## src/rtl/shift_unit_seq.sv

```systemverilog
// Multi-cycle shifter: SLL/SRL/SRA/ROR, one bit position per clock,
// with a start/busy/done handshake for the multicycle control FSM.
module shift_unit_seq #(
  parameter int WIDTH   = 32,
  parameter int SHAMT_W = 5
) (
  input  logic               clk,
  input  logic               reset,
  input  logic               start,
  input  logic [1:0]         op,
  input  logic [WIDTH-1:0]   data_in,
  input  logic [SHAMT_W-1:0] shamt,
  output logic               busy,
  output logic               done,
  output logic [WIDTH-1:0]   data_out
);

  typedef enum logic [1:0] {
    IDLE  = 2'd0,
    SHIFT = 2'd1,
    DONE  = 2'd2
  } state_t;

  localparam logic [1:0] OP_SLL = 2'b00;
  localparam logic [1:0] OP_SRL = 2'b01;
  localparam logic [1:0] OP_SRA = 2'b10;
  localparam logic [1:0] OP_ROR = 2'b11;

  localparam logic [SHAMT_W-1:0] ONE =
    SHAMT_W'(1);

  state_t             state;
  logic [1:0]         op_q;
  logic [SHAMT_W-1:0] count;
  logic [WIDTH-1:0]   step;

  always_comb begin
    step = data_out;
    unique case (op_q)
      OP_SLL: step = {data_out[WIDTH-2:0], 1'b0};
      OP_SRL: step = {1'b0, data_out[WIDTH-1:1]};
      OP_SRA: step = {data_out[WIDTH-1],
                      data_out[WIDTH-1:1]};
      OP_ROR: step = {data_out[0],
                      data_out[WIDTH-1:1]};
      default: step = data_out;
    endcase
  end

  // Handshake flags are pure decodes of the state register.
  assign busy = (state == SHIFT);
  assign done = (state == DONE);

  always_ff @(posedge clk) begin
    if (reset) begin
      state    <= IDLE;
      op_q     <= OP_SLL;
      count    <= '0;
      data_out <= '0;
    end else begin
      unique case (state)
        IDLE, DONE: begin
          if (start) begin
            data_out <= data_in;
            op_q     <= op;
            count    <= shamt;
            state    <= (shamt != '0) ? SHIFT : DONE;
          end else begin
            state <= IDLE;
          end
        end
        SHIFT: begin
          data_out <= step;
          if (count != '0) begin
            count <= count - ONE;
          end
          if (count <= ONE) begin
            state <= DONE;
          end
        end
        default: state <= IDLE;
      endcase
    end
  end

endmodule

```

## config.mk

```make
export PLATFORM = sky130hd
export DESIGN_NAME = shift_unit_seq
export DESIGN_NICKNAME = d
export VERILOG_FILES = /design/src/rtl/shift_unit_seq.sv
export SDC_FILE = /design/constraint.sdc
export NUM_CORES = 1
export LEC_CHECK = 0
export ABC_AREA = 1
export BUFFER_PORTS_ARGS = -buffer_cell sky130_fd_sc_hd__buf_2
export CAP_MARGIN = 15
export CORE_MARGIN = 3
export CORE_UTILIZATION = 30
export CTS_BUF_LIST = sky130_fd_sc_hd__clkbuf_4 sky130_fd_sc_hd__clkbuf_8
export DETAILED_ROUTE_END_ITERATION = 7
export PLACE_DENSITY = 0.63
export RECOVER_POWER = 25
export SLEW_MARGIN = 20
export SYNTH_ARGS = -nofsm -noshare
export SYNTH_HDL_FRONTEND = slang
export SYNTH_SLANG_ARGS = --single-unit
```

## constraint.sdc

```tcl
create_clock -name clk -period 1.8 [get_ports clk]
set_input_delay 0.18 -clock clk [delete_from_list [all_inputs] [get_ports clk]]
set_output_delay 0.18 -clock clk [all_outputs]
set_load 0.01 [all_outputs]
```

### After elaboration in Yosys (flattened, before gate mapping)

Cells that the tools add are included.

* equal/unequal tests: 9
* reduce and logical (&&, ||, !) cells: 10
* $lt $le $gt $ge: 1
* mux-type cells: 10
* div/mod/pow operators: 0
* shift-type cells: 0
* bitwise logic cells: 0
* add/sub/neg operators: 1
* multipliers: 0

Operators by type and width (number)
* $pmux 32 s4: 1
* $pmux 32 s2: 1
* $mux 32: 1
* $mux 5: 2
* $pmux 5 s2: 1
* $reduce_bool 5->1: 2
* $eq 2x2->1 const B: 3
* $mux 2: 3
* $reduce_and 3->1: 2
* $le 5x1->1 const B: 1
* $sub 5x1->5 const B: 1
* $eq 2x1->1 const B: 2
* $logic_not 2->1: 2
* $ne 2x1->1 const B: 2
* $ne 2x2->1 const B: 2
* $pmux 2 s2: 1
* $reduce_and 2->1: 2
* $reduce_bool 2->1: 1
* $reduce_or 2->1: 1

* input port bits: 42
* word-level logic and storage cells: 36
* latch bits: 0
* ROM bits: 0
* memory bits (writable): 0
* bits in registers: 41
* output and inout port bits: 34
* memories kept: 0

### Logic depth before layout (Yosys ltp)

* word-level depth: 4
* mapped depth: 10
* mapped depth without buffers: 10

### Worst setup path after synthesis

No wires, ideal clock.

* kind: register -> register
* start: register count[0]
* end: register count[1]
* cell stages (with the launch flop): 10
* slack: 572 ps
* setup time: 116 ps
* path buffers: 0
* clock period less this slack: 1228 ps
* data required time: 1684 ps
* arrival time: 1112 ps
* cell sequence: dfxtp_1 -> inv_1 -> ha_1 -> inv_1 -> nor2_1 -> nand3_4 -> nand2_2 -> inv_2 -> nor2_1 -> nor2_1

* word-level cells in the longest chain between the ends: 3
* elaborated cells on any way between the ends: 6
* those cells by class: add/sub (1); eq/ne (1); mux (2); reduce/logical (2)

RTL lines
* start: declaration: RTL line 34 `logic [SHAMT_W-1:0] count;`
* start signal: assignment: RTL line 66 `count <= shamt;`
* start signal: assignment: RTL line 75 `count <= count - ONE;`
* $sub 5x1->5 / $reduce_bool 5->1 (equally long branches): RTL line 75, 74
* $mux 5 / $ne 2x1->1 (equally long branches)
* $pmux 5 s2 / $reduce_and 3->1 (equally long branches)

Parallel ways exist; a longest one is shown, timed or not. The select of a mux whose other input is x is not followed.
A chain may end at the register's enable or synchronous reset.

### Worst setup path after layout

* start: register state[1]
* end: register count[0]

* word-level cells in the longest chain between the ends: 4
* elaborated cells on any way between the ends: 9
* those cells by class: eq/ne (4); mux (1); reduce/logical (4)

RTL lines
* start: declaration: RTL line 32 `state_t state;`
* start signal: assignment: RTL line 67 `state <= (shamt != '0) ? SHIFT : DONE;`
* $eq 2x2->1 / $logic_not 2->1 (equally long branches): RTL line 61 `unique case (state)`
* $reduce_or 2->1: RTL line 61
* $ne 2x2->1 (no line) / $reduce_bool 2->1 (equally long branches)
* $reduce_and 3->1 (no line)

Parallel ways exist; a longest one is shown, timed or not.

==> metrics.md <==
| Metric | Value |
|---|---|
| CTS Hold Bufs | 0 |
| Status | finished, final reports clean |
| Post-route setup TNS | 0 ps |
| RR Endpoint | count[0]$_SDFFE_PP0P_ |
| Net count, final | 440 |
| Minimum clock period | 1540 ps |
| Distinct cells, synth | 23 |
| Register Area | 821 um^2 |
| Placement Rows | 30 |
| Hold path depth | 2 |
| Die Y | 92.5 um |
| Synth Cell Area | 2250 um^2 |
| Area of the multi-input gates | 1150 um^2 |
| Vias post-DR | 2,441 |
| Post-DR vias/cell | 4.95 |
| Skew final | 6.81 ps |
| Clock root buffer | clkbuf_8 |
| # Max-Cap Violations | 0 |
| Num CTS Buffers | 5 |
| Routed wire per std cell | 13.1 um |
| WHS Endpoint | state[0]$_SDFFE_PP0P_ |
| CP Max Fanout | 37 |
| Detailed Place HPWL | 4520 um |
| H-tree levels | 2 |
| # port buffers | 75 |
| P&R area growth vs syn | 24.1% |
| Initial antenna violation count | 0 |
| VDD IR max | 0.515 mV |
| Ports | 76 |
| CTS clk-pin slew, worst paths | 80 ps |
| Syn Area/Cell | 6.81 um^2 |
| Final wirelength | 6470 um |
| Fraction of layout cells with a size suffix above 1 | 20.7% |
| CTS resizes | 0 |
| Worst reg2reg path depth | 8 |
| DRT Pass-1 Iters | 4 |
| Fillers | 786 |
| Internal power | 0.00178 W |
| Crit Path Class | flop to flop |
| Total gr overflow | 0 |
| Seq/Total Area, Yosys | 36.5% |
| Fin. Hold Viols | 0 |
| Non-filler instance count after layout | 493 |
| Reg2reg setup slack | 260 ps |
| Sequential share of power | 42.2% |
| Worst slew pin tran | 370 ps |
| Synth Register Bits | 41 |
| Antenna viol nets, final | 0 |
| Starting Density | 32.0% |
| Clk sink count | 41 |
| Starting DRT DRC Count | 146 |
| Logic pwr share | 29.1% |
| Leak Pwr | 1.18 nW |
| GP Congestion | 0.784 |
| Clock power share | 28.7% |
| DRC | 0 |
| Hold Crit Start | reset |
| Finish-stage setup viols | 0 |
| Fmax | 0.650 GHz |
| Core box area | 7020 um^2 |
| Latest clock arrival within the worst-skew pair | 290 ps |
| Synthesized instance count | 330 |
| Max Buffers Root-to-Sink | 2 |
| PD cells | 983 nW/um^2 |
| Cells after DPL | 485 |
| Yosys warns | 0 |
| Max transition margin | 75.3% |
| First-pass GRT wire length | 10,500 um |
| ANT cells | 0 |
| Area of the die | 8560 um^2 |
| Global-route usage over all layers | 15.0% |
| CTS tree | done |
| Setup Fix Bufs, Post-CTS | 0 |
| Syn_nets | 374 |
| Reg2reg start | state[1]$_SDFFE_PP0P_ |
| Net Sw Frac | 35.2% |
| Crit path launch type | flop |
| Data required, critical path | 2030 ps |
| Pin count of the biggest net entering global routing | 39 |
| RSZ-0062 raised after global routing | false |
| Die width | 92.5 um |
| Final Cycle Share | 85.5% |
| Slew Limit Fails | 0 |
| WP data arrival | 1770 ps |
| Worst Hold Class | input port to flop |
| CP endpoint kind | flop |
| Vias in the first global route | 2,201 |
| Psw | 0.000965 W |
Yosys cell counts (all sizes together):
cell type  count  area [um^2]
a21oi         68          340
buf           15         86.3
clkbuf         7         28.8
dfxtp         41          821
ha             2         25.0
inv           43          161
nand2         25          119
nand3         11         67.6
nand4          1         6.26
nor2          15         75.1
o211ai         1         7.51
o21ai        100          500
xor2           1         8.76
through the flow:
stage / worst slack [ps] / total power (W) / hold WS [ps] / area [um^2] / utilization (%)
after floorplan: 572 / 0.00170 / 249 / 2250 / -
after global placement: 315 / 0.00197 / 393 / 2690 / 38.3
after detailed placement: 272 / 0.00199 / 394 / 2690 / 38.3
after CTS: 242 / 0.00278 / 80.6 / 2810 / 40.0
after global routing: 129 / 0.00294 / 77.9 / 2790 / 39.7
final: 262 / 0.00274 / 86.9 / 2790 / 39.7
worst max path at each step:
stage | to | slack, ps | depth (start not counted) | from
3_3_place_gp | count[0]$_SDFFE_PP0P_ | 320 | 7 | state[1]$_SDFFE_PP0P_
4_1_cts | count[0]$_SDFFE_PP0P_ | 240 | 8 | state[1]$_SDFFE_PP0P_
2_1_floorplan | count[1]$_SDFFE_PP0P_ | 570 | 9 | count[0]$_SDFFE_PP0P_
3_5_place_dp | count[0]$_SDFFE_PP0P_ | 270 | 8 | state[1]$_SDFFE_PP0P_
5_1_grt | count[0]$_SDFFE_PP0P_ | 130 | 8 | state[1]$_SDFFE_PP0P_
6_report | count[0]$_SDFFE_PP0P_ | 260 | 8 | state[1]$_SDFFE_PP0P_
state kept, by name (all words and copies together) (netlist names):
| register | flops |
|---|---|
| data_out | 32 |
| count | 5 |
| op_q | 2 |
| state | 2 |
per-layer routing:
metal,global-route usage (%),wire [um],vias to the layer above
met5,0,0,-
met4,5.57,92,0
met3,3.66,379,6
met2,23.3,2920,68
met1,19.9,3080,1119
li1,-,-,1248
power groups by stage:
stage	Combinational (W)	Clock, W	Sequential (W)
after detailed placement	0.000813	0	0.00117
final	0.000797	0.000786	0.00116
after floorplan	0.000512	0	0.00119
after CTS	0.000818	0.000814	0.00115
after global placement	0.000803	0	0.00117
after global routing	0.000915	0.000854	0.00117
cells by family (layout without fill, tap and decap cells):
family / Yosys count / count (layout) / share of synthesized area (%)
AOI/OAI and AO/OA: 169 / 169 / 37.8
and+or+nand+nor: 52 / 52 / 11.9
xor gates and xnor gates: 1 / 1 / 0.390
buffers and inverters: 65 / 132 / 12.3
adders and majority gates: 2 / 2 / 1.11
DFF: 41 / 41 / 36.5
area by class of cell:
type                       instances  share of cell area, %
clock buffer                       6                   2.96
multi-input combinational        224                   41.4
inverter                          43                   5.79
timing repair buffer              81                   14.7
clock inverter                     2                   1.35
sequential                        41                   29.4
tap                               96                   4.31
worst max-delay path, cell delays in order, from the launching register on:
cell	delay [ps]
dfxtp_1	450
inv_2	90
nand2_4	220
nand2_4	270
nand2_2	180
inv_2	60
nand2_1	60
nand2_1	50
nor2_1	70
placed cells by master, fill, tap and decap left out, drive strengths merged:
cell type | netlist | layout
clkbuf | 7 | 24
nand2 | 25 | 25
bufinv | 0 | 1
o211ai | 1 | 1
nand4 | 1 | 1
o21ai | 100 | 100
nor2 | 15 | 15
inv | 43 | 43
nand3 | 11 | 11
xor2 | 1 | 1
ha | 2 | 2
dfxtp | 41 | 41
buf | 15 | 63
clkinvlp | 0 | 1
a21oi | 68 | 68
Power figures use the tool's default switching activity.
